File: src/rtl/gnr_pkg.sv
// Shared constants and FSM state encoding for the GNR attractor run controller.
package gnr_pkg;

    localparam int GNR_N_NODES = 188;
    localparam int GNR_CNT_W   = 32;

    typedef logic [2:0] gnr_state_t;

    localparam gnr_state_t ST_IDLE   = 3'd0;
    localparam gnr_state_t ST_LOAD   = 3'd1;
    localparam gnr_state_t ST_STEP   = 3'd2;
    localparam gnr_state_t ST_CHECK  = 3'd3;
    localparam gnr_state_t ST_PSTEP  = 3'd4;
    localparam gnr_state_t ST_PCHECK = 3'd5;
    localparam gnr_state_t ST_REPORT = 3'd6;

endpackage

File: src/rtl/gnr_result_reg.sv
// Single-entry valid/ready holding register for one result record.
// Handshake: data moves on a cycle where valid && ready; valid stays high and data
// stays frozen until then. ld is only issued while the register is empty.
module gnr_result_reg #(
    parameter int W = 8
) (
    input  logic         clk,
    input  logic         rst,
    input  logic         ld,
    input  logic [W-1:0] ld_data,
    output logic         valid,
    input  logic         ready,
    output logic [W-1:0] data
);

    always_ff @(posedge clk) begin
        if (rst) begin
            valid <= 1'b0;
            data  <= '0;
        end else if (ld) begin
            valid <= 1'b1;
            data  <= ld_data;
        end else if (valid && ready) begin
            valid <= 1'b0;
        end
    end

endmodule

File: src/rtl/gnr_attractor_ctrl.sv
// Run controller: loads each initial state, runs tortoise/hare to a meet, measures the period.
// Optional macro GNR_ATTRACTOR_STATE_EN adds res_state (hare vector latched at the meet).
module gnr_attractor_ctrl
    import gnr_pkg::*;
#(
    parameter int N_NODES = GNR_N_NODES,
    parameter int CNT_W   = GNR_CNT_W
) (
    input  logic               clk,
    input  logic               rst,
    input  logic               start,
    input  logic [N_NODES-1:0] init_base,
    input  logic [CNT_W-1:0]   num_states,
    input  logic [CNT_W-1:0]   max_steps,
    output logic               reset_nos,
    output logic               start_s0,
    output logic               start_s1,
    output logic [N_NODES-1:0] init_vec,
    input  logic [N_NODES-1:0] tort_vec,
    input  logic [N_NODES-1:0] hare_vec,
    output logic               res_valid,
    input  logic               res_ready,
    output logic [CNT_W-1:0]   res_idx,
    output logic [CNT_W-1:0]   res_steps,
    output logic [CNT_W-1:0]   res_period,
    output logic               res_timeout,
`ifdef GNR_ATTRACTOR_STATE_EN
    output logic [N_NODES-1:0] res_state,
`endif
    output logic               busy,
    output logic               done,
    output logic [2:0]         dbg_state
);

    typedef struct packed {
        logic [CNT_W-1:0]   idx;
        logic [CNT_W-1:0]   steps;
        logic [CNT_W-1:0]   period;
        logic               timeout;
`ifdef GNR_ATTRACTOR_STATE_EN
        logic [N_NODES-1:0] state;
`endif
    } res_rec_t;

    function automatic logic [CNT_W-1:0] sat_inc(input logic [CNT_W-1:0] v);
        return (&v) ? v : v + CNT_W'(1);
    endfunction

    gnr_state_t         state;
    logic [CNT_W-1:0]   idx, idx_nxt, n_states, max_st;
    logic [CNT_W-1:0]   step_cnt, per_cnt, steps_q;
    logic [N_NODES-1:0] base;
`ifdef GNR_ATTRACTOR_STATE_EN
    logic [N_NODES-1:0] meet_state;
`endif
    logic               vec_eq, meet, chk_to, per_to, fire, ld_en;
    res_rec_t           ld_rec, out_rec;

    // A meet at step 1 is only the shared initial state, so it is skipped.
    assign vec_eq  = (tort_vec == hare_vec);
    assign meet    = (step_cnt >= CNT_W'(2)) && vec_eq;
    assign chk_to  = (max_st != '0) && (step_cnt == max_st);
    assign per_to  = (max_st != '0) && (per_cnt == max_st);
    assign fire    = (state == ST_REPORT) && res_valid && res_ready;
    assign idx_nxt = sat_inc(idx);

    // Strobes decode straight from state, so REPORT (and any stall in it) drives none.
    assign reset_nos = (state == ST_LOAD);
    assign start_s0  = (state == ST_STEP);
    assign start_s1  = (state == ST_STEP) || (state == ST_PSTEP);
    assign busy      = (state != ST_IDLE);
    assign dbg_state = state;

    always_comb begin
        ld_en      = 1'b0;
        ld_rec     = '0;
        ld_rec.idx = idx;
        case (state)
            ST_CHECK: begin
                if (!meet && chk_to) begin
                    ld_en          = 1'b1;
                    ld_rec.steps   = step_cnt;
                    ld_rec.timeout = 1'b1;
                end
            end
            ST_PCHECK: begin
                if (vec_eq) begin
                    ld_en         = 1'b1;
                    ld_rec.steps  = steps_q;
                    ld_rec.period = per_cnt;
`ifdef GNR_ATTRACTOR_STATE_EN
                    ld_rec.state  = meet_state;
`endif
                end else if (per_to) begin
                    ld_en          = 1'b1;
                    ld_rec.steps   = steps_q;
                    ld_rec.timeout = 1'b1;
                end
            end
            default: ;
        endcase
    end

    always_ff @(posedge clk) begin
        if (rst) begin
            state      <= ST_IDLE;
            idx        <= '0;
            n_states   <= '0;
            max_st     <= '0;
            base       <= '0;
            init_vec   <= '0;
            step_cnt   <= '0;
            per_cnt    <= '0;
            steps_q    <= '0;
            done       <= 1'b0;
`ifdef GNR_ATTRACTOR_STATE_EN
            meet_state <= '0;
`endif
        end else begin
            done <= 1'b0;
            case (state)
                ST_IDLE: begin
                    if (start) begin
                        n_states <= num_states;
                        max_st   <= max_steps;
                        base     <= init_base;
                        idx      <= '0;
                        if (num_states == '0) begin
                            done <= 1'b1;
                        end else begin
                            init_vec <= init_base;
                            state    <= ST_LOAD;
                        end
                    end
                end
                ST_LOAD: begin
                    step_cnt <= '0;
                    per_cnt  <= '0;
                    state    <= ST_STEP;
                end
                ST_STEP: begin
                    step_cnt <= sat_inc(step_cnt);
                    state    <= ST_CHECK;
                end
                ST_CHECK: begin
                    if (meet) begin
                        steps_q    <= step_cnt;
`ifdef GNR_ATTRACTOR_STATE_EN
                        meet_state <= hare_vec;
`endif
                        state      <= ST_PSTEP;
                    end else if (chk_to) begin
                        state <= ST_REPORT;
                    end else begin
                        state <= ST_STEP;
                    end
                end
                ST_PSTEP: begin
                    per_cnt <= sat_inc(per_cnt);
                    state   <= ST_PCHECK;
                end
                ST_PCHECK: begin
                    if (vec_eq || per_to) state <= ST_REPORT;
                    else                  state <= ST_PSTEP;
                end
                ST_REPORT: begin
                    if (fire) begin
                        idx <= idx_nxt;
                        if (idx_nxt == n_states) begin
                            done  <= 1'b1;
                            state <= ST_IDLE;
                        end else begin
                            init_vec <= base ^ N_NODES'(idx_nxt);
                            state    <= ST_LOAD;
                        end
                    end
                end
                default: state <= ST_IDLE;
            endcase
        end
    end

    gnr_result_reg #(.W($bits(res_rec_t))) u_res (
        .clk     (clk),
        .rst     (rst),
        .ld      (ld_en),
        .ld_data (ld_rec),
        .valid   (res_valid),
        .ready   (res_ready),
        .data    (out_rec)
    );

    assign res_idx     = out_rec.idx;
    assign res_steps   = out_rec.steps;
    assign res_period  = out_rec.period;
    assign res_timeout = out_rec.timeout;
`ifdef GNR_ATTRACTOR_STATE_EN
    assign res_state   = out_rec.state;
`endif

endmodule

File: config.mk
export PLATFORM = sky130hd
export DESIGN_NAME = gnr_attractor_ctrl
export DESIGN_NICKNAME = d
export VERILOG_FILES = /design/src/rtl/gnr_pkg.sv /design/src/rtl/gnr_result_reg.sv /design/src/rtl/gnr_attractor_ctrl.sv
export SDC_FILE = /design/constraint.sdc
export NUM_CORES = 2
export LEC_CHECK = 0
export CORE_ASPECT_RATIO = 0.75
export CORE_MARGIN = 2
export CORE_UTILIZATION = 24
export CTS_CLUSTER_DIAMETER = 50
export DETAILED_ROUTE_END_ITERATION = 12
export DONT_BUFFER_PORTS = 1
export HOLD_SLACK_MARGIN = 0.12
export PLACE_DENSITY = 0.47
export SKIP_CTS_REPAIR_TIMING = 1
export SYNTH_ARGS = -nofsm -noshare
export SYNTH_HDL_FRONTEND = slang
export SYNTH_SLANG_ARGS = --single-unit
File: constraint.sdc
create_clock -name clk -period 4.11 [get_ports clk]
set_input_delay 0 -clock clk [delete_from_list [all_inputs] [get_ports clk]]
set_output_delay 0 -clock clk [all_outputs]
set_load 0.02 [all_outputs]
; Yosys cells after proc, flatten, opt, wreduce, memory -nomap -nowiden
; Cells that the tools add are included.
[op_classes]
addsub = 3
multipliers = 0
div_mod_pow = 0
magnitude_cmp = 1
eq_ne = 16
n_shift = 0
n_mux = 40
n_bitwise = 1
n_reduce_logical = 28
[op_table]
columns = cell, count
row1 = 188-bit 2-to-1 mux, 4
row2 = 188-bit case mux with 2 select lines, 1
row3 = 32-bit 2-to-1 mux, 10
row4 = 32-bit case mux with 2 select lines, 4
row5 = 188-bit equality test, 1
row6 = 188-bit by 32-bit bitwise XOR with 188-bit output, 1
row7 = "32-bit by 1-bit adder with 32-bit output, second input constant", 3
row8 = 32-bit equality test, 3
row9 = 32-bit AND reduction, 3
row10 = "32-bit by 2-bit >= comparator with 1-bit output, second input constant", 1
row11 = 32-bit zero test, 1
row12 = 32-bit nonzero test, 1
row13 = 3-bit case mux with 7 select lines, 1
row14 = 3-bit 2-to-1 mux, 5
row15 = "2-bit != test, second input constant", 6
row16 = 1-bit 2-to-1 mux, 11
row17 = "3-bit equality test, second input constant", 3
row18 = 2-bit AND reduction, 4
row19 = 2-bit nonzero test, 4
row20 = 1-bit logical AND, 7
row21 = "3-bit by 2-bit equality test with 1-bit output, second input constant", 2
row22 = 1-bit case mux with 2 select lines, 3
row23 = 3-bit AND reduction, 2
row24 = 5-bit AND reduction, 1
row25 = 6 further kinds, 7
[word_totals]
ff_bits = 670
latchBits = 0
ram_bits = 0
rom_bits = 0
in_bits = 632
out_inout_bits = 294
elab_cells = 101
mem_count = 0

; Depth between registers and ports, before layout
[depth]
ltp_word = 7
ltp_mapped = 14
ltp_nobuf = 10

; By module
; Synthesis repeated with hierarchy kept, for this count alone.
[hier_totals]
hier_cells = 4173
hier_area_um2 = 33666.0
[modules_own_cells]
columns = module, instances, cells_per_inst, area_each_um2
row1 = gnr_attractor_ctrl, 1, 3856, 30205.2
row2 = gnr_result_reg, 1, 317, 3460.8

; Worst setup path before layout
; No wires, ideal clock.
[synth_path]
kind = reg2reg
from = register idx[1]
to = register init_vec[181]
setup_ns = 0.123
arrival_ns = 3.472
required_ns = 3.987
setup_slack_ns = 0.515
path_stages_with_launch = 12
period_less_slack_ns = 3.595
path_cell_list = dfxtp_1 -> ha_1 -> nand4_2 -> nor4_1 -> mux2_2 -> or4_1 -> nor4_1 -> nand2_1 -> o21ai_4 -> buf_6 -> buf_6 -> mux2_1
[synth_between]
elab_chain_cells = 5
word_cells_on_any_way = 6
classes_between = 1 x add/sub / 2 x eq/ne / 1 x mux / 2 x reduce/logical
[synth_rtl]
columns = element, line
row1 = start: declaration, gnr_attractor_ctrl.sv:50  ; logic [CNT_W-1:0] idx, idx_nxt, n_states, max_st;
row2 = start signal: assignment, gnr_attractor_ctrl.sv:168  ; idx <= idx_nxt;
row3 = 32-bit by 1-bit adder with 32-bit output or 32-bit AND reduction (tied branches), gnr_attractor_ctrl.sv:46  ; return (&v) ? v : v + CNT_W'(1);
row4 = 32-bit 2-to-1 mux *, gnr_attractor_ctrl.sv:46
row5 = 32-bit equality test *, gnr_attractor_ctrl.sv:169  ; if (idx_nxt == n_states) begin
row6 = 2-bit != test (no line) *, n/a
row7 = 5-bit AND reduction (no line) *, n/a
row8 = end signal: assignment, gnr_attractor_ctrl.sv:131  ; init_vec <= init_base;
row9 = end signal: assignment, gnr_attractor_ctrl.sv:173  ; init_vec <= base ^ N_NODES'(idx_nxt);
row10 = end: declaration, gnr_attractor_ctrl.sv:18  ; output logic [N_NODES-1:0] init_vec,
; Mark *: on every way between the ends. The rest lies on a longest branch, timed or not.
; A chain may end at the register's enable or synchronous reset.

; Worst setup path in the final report
[layout_path]
from = register max_st[6]
to = register u_res.data[39]
[layout_between]
elab_chain_cells = 5
word_cells_on_any_way = 14
classes_between = 2 x eq/ne / 8 x mux / 4 x reduce/logical
[layout_rtl]
columns = element, line
row1 = start: declaration, gnr_attractor_ctrl.sv:50
row2 = start signal: assignment, gnr_attractor_ctrl.sv:125  ; max_st <= max_steps;
row3 = "32-bit equality test, or another cell as far along", gnr_attractor_ctrl.sv:63  ; assign per_to = (max_st != '0) && (per_cnt == max_st);
row4 = 1-bit logical AND (on tied branches), "gnr_attractor_ctrl.sv:63, gnr_attractor_ctrl.sv:62"
row5 = "32-bit 2-to-1 mux, or another cell as far along", gnr_attractor_ctrl.sv:94  ; end else if (per_to) begin
row6 = "32-bit 2-to-1 mux, or another cell as far along", gnr_attractor_ctrl.sv:87  ; if (vec_eq) begin
row7 = 32-bit case mux with 2 select lines or 1-bit case mux with 2 select lines (tied branches), gnr_attractor_ctrl.sv:78  ; case (state)
row8 = end signal: assignment, gnr_result_reg.sv:22  ; data <= ld_data;
row9 = end: declaration, gnr_result_reg.sv:13  ; output logic [W-1:0] data
; Several ways; a longest one is shown, not always the timed one.

==> results.md <==
- Cell Area, Synth: about 33000 µm²
- Maximum fanout along the worst path: 29
- Destination of the critical timing path: u_res.data[39]$_SDFFE_PP0P_
- Asr flop ratio synth: 0%
- Count of final setup violators: 0
- Number of pins with negative max-slew slack in the final report: between 100 and 150
- Number of clock sinks: between 600 and 700
- Worst max-slew margin expressed relative to the limit: -25.2%
- Leading cell type in the layout, fill and taps excluded: dlygate4sd3_1
- Syn avg cell area: approximately 8.0 µm²
- Net Count, Synth: 4773
- Number of remaining DRC errors: 0
- Final core occ: 36.3%
- Path depth of the worst reg2reg path: 11
- Initial Util: 24.1%
- Hold-critical path depth: 3
- Buffering stage count on the worst path with inverters included: 2
- Tmin final: roughly 4000 ps
- Slowest-stage cell, CP: nor2_4
- Via count: 34600
- Root buffer cell: clkbuf_16
- Vertical die dimension: about 330 µm
- DIE AREA: 142000 µm²
- Nature of the critical path endpoint: register
- Worst setup skew after layout: between 40 and 50 ps
- Count of input and output buffers: 0
- Reg-to-reg slack, setup: between 90 and 100 ps
- Count of flip-flops with a built-in enable after synthesis: 0
- Drt first pass iters: 6
- Via count of the first global-routing pass: 27000
- Worst setup path start: max_st[6]$_SDFFE_PP0P_
- Placed instance area: around 35000 µm²
- Critical Path Max Stage Delay: about 850 ps
- Result of the run: complete, but fails checks
- DRC marker count from the first detailed-route iteration: about 2900
- Sequential area share after synthesis: ~40%
- Clock-pin slew on the worst setup and hold paths: 70 ps
- Die width: 434 µm
- Syn-to-layout area delta: 50.4%
- Synthesis-stage register bit count: 670
- Startpoint of the worst register-to-register path: max_st[6]$_SDFFE_PP0P_
- Reg-to-Reg End: u_res.data[39]$_SDFFE_PP0P_
- Violated checks: slew limit
- Largest net degree at the start of global routing: 797
- Hold Slack: 134 ps
- TritonCTS clock tree: built
- Required time of the worst setup path: 4710 ps
- TritonCTS Buffers: 77
- Arrival time worst endpoint: 4610 ps
- Category of the critical setup timing path: register to register
- Levels on crit path: 11
- Weighted congestion at the end of routability-driven global placement: around 1.2
- Total wire length: 180 mm
- Grt total ovfl: 0
- Initial antenna violation count: 34
- Static leakage power: around 20 nW
- Post-route ant nets: 0
- Count of mapped cells out of synthesis: 4137
- Placement Rows: around 120
- Unique cell type count in the Yosys netlist: 76
- Commonest non-fill, non-tap cells in the layout: dlygate4sd3_1 (1176), nand2_1 (963), dfxtp_1 (668), a21oi_1 (514), nor2_1 (236)
- Maximum achievable frequency: around 250 MHz
- Total of warnings raised by yosys: 0
- Crit path cell chain: nor4_1 -> nand4_1 -> nor2_1 -> nor4_1 -> nand4_1 -> o31ai_4 -> nor2_4 -> buf_4 -> nand2_1 -> a21oi_1 -> dlygate4sd3_1
- Peak VDD IR: about 0.30 mV
- Worst min-delay path class: input port to register
- Number of nets at the end of the flow: roughly 5800
- Nature of the critical path startpoint: register
- Max Cap Violations: 0
- Routed WL per cell: about 25 µm
- Main flop type after synthesis: dfxtp_1
- HPWL after DPL: around 130 mm
- All-Layer GR Usage: 22.4%
- Part of the cycle the worst path needs: 97.6%
- Total power density per cell area: around 340 nW/µm²
- CTS H-tree lvls: 3
- Largest buffer count on any clock path: 3
- Placeable core region: roughly 140000 µm²
- Top delay family on crit path: simple AND/OR/NAND/NOR gates
- Post-layout instance area: between 40000 and 50000 µm²
- Avg Vias per Cell: 4.83
- Global-route wire length before repair: approximately 230 mm
- Setup repair after global routing missed its margin: true
- Clock insertion delay at the later pin of the skew report: between 600 and 700 ps
- Proportion of layout cells with a drive suffix above 1: approximately 7%
- I/O pin count: 926
- Worst-Margin Slew: roughly 1900 ps
- Final hold vios: 0
-- tightest hold or removal path: cells and delay by family --
kind          cells  cell delay [ps]
simple gates      1               90
mux               1              140
buf+inv           1              560
-- worst min-delay path by stage --
stage                   start                        end  slack [ps]
2_1_floorplan  init_base[100]     base[100]$_SDFFE_PP0P_         140
3_3_place_gp              rst      base[68]$_SDFFE_PP0P_         110
3_5_place_dp              rst      base[68]$_SDFFE_PP0P_         110
4_1_cts                   rst      base[68]$_SDFFE_PP0P_        -640
5_1_grt                   rst       base[9]$_SDFFE_PP0P_          60
6_report                  rst  init_vec[68]$_SDFFE_PP0P_         130
-- per-stage QoR --
stage               total power, mW  cells  TNS, ps  setup WS [ps]
floorplan                      8.54   4137        0            515
global placement               8.94   5811     -393          -16.1
detailed placement             8.94   5811    -1620          -38.2
CTS                            16.2   5946    -4860          -60.4
global route                   17.8   7141    -2610           -119
finish                         17.1   7153        0           99.4
-- power breakdown --
group          switching (mW)  internal, mW  total (mW)
combinational            1.13          1.40        2.52
clock                    3.07          4.23        7.29
sequential              0.500          6.83        7.33
-- area by class of cell --
class	instances	area, µm²
clock inverters	34	488
diodes	27	67.6
fillers	14100	87800
inverters	27	101
clock buffers	101	2140
well taps	1860	2330
flip-flops and latches	670	13400
repair buffers	1310	12900
multi-input cells	3124	18500
-- metal layers --
layer  track usage [%]  vias up  wire (µm)
li1                  -    16100          -
met1              32.4    17000      84100
met2              32.5     1153      77800
met3              6.51      259      13100
met4              4.83       22       4430
met5                 0        -        151
-- kinds of logic (layout without fill, tap and decap cells) --
kind of cell	Yosys count	in the layout	synth area share, %
fa+ha+maj	5	5	0.181
flops	670	670	40.3
mux	256	256	8.37
simple gates	1761	1761	24.4
compound gates	722	722	12.2
xor+xnor	380	380	10.2
other cells	0	27	0
buf+inv	343	1472	4.30
-- sequential cells by signal, indices dropped and copies added, names as in the netlist --
signal / count
dbg_state: 3
base: 188
per_cnt: 32
u_res.valid: 1
max_st: 32
u_res.data: 97
done: 1
step_cnt: 32
init_vec: 188
n_states: 32
idx: 32
steps_q: 32
-- cell usage after synthesis (55+ instances only) --
cell type | count | share of area, %
nand2_1 | 964 | 11
mux2_1 | 108 | 3.7
a21oi_1 | 514 | 7.7
xor2_1 | 211 | 5.6
nor4_1 | 85 | 1.6
nand4_1 | 71 | 1.3
nor2b_1 | 192 | 3.6
mux2_2 | 69 | 2.3
xnor2_1 | 165 | 4.3
clkbuf_1 | 269 | 3.0
nor2_1 | 238 | 2.7
a22oi_1 | 71 | 1.6
mux2i_1 | 79 | 2.4
o21ai_0 | 55 | 0.83
dfxtp_1 | 670 | 40
Note: power is estimated with default switching activity, not from simulation.
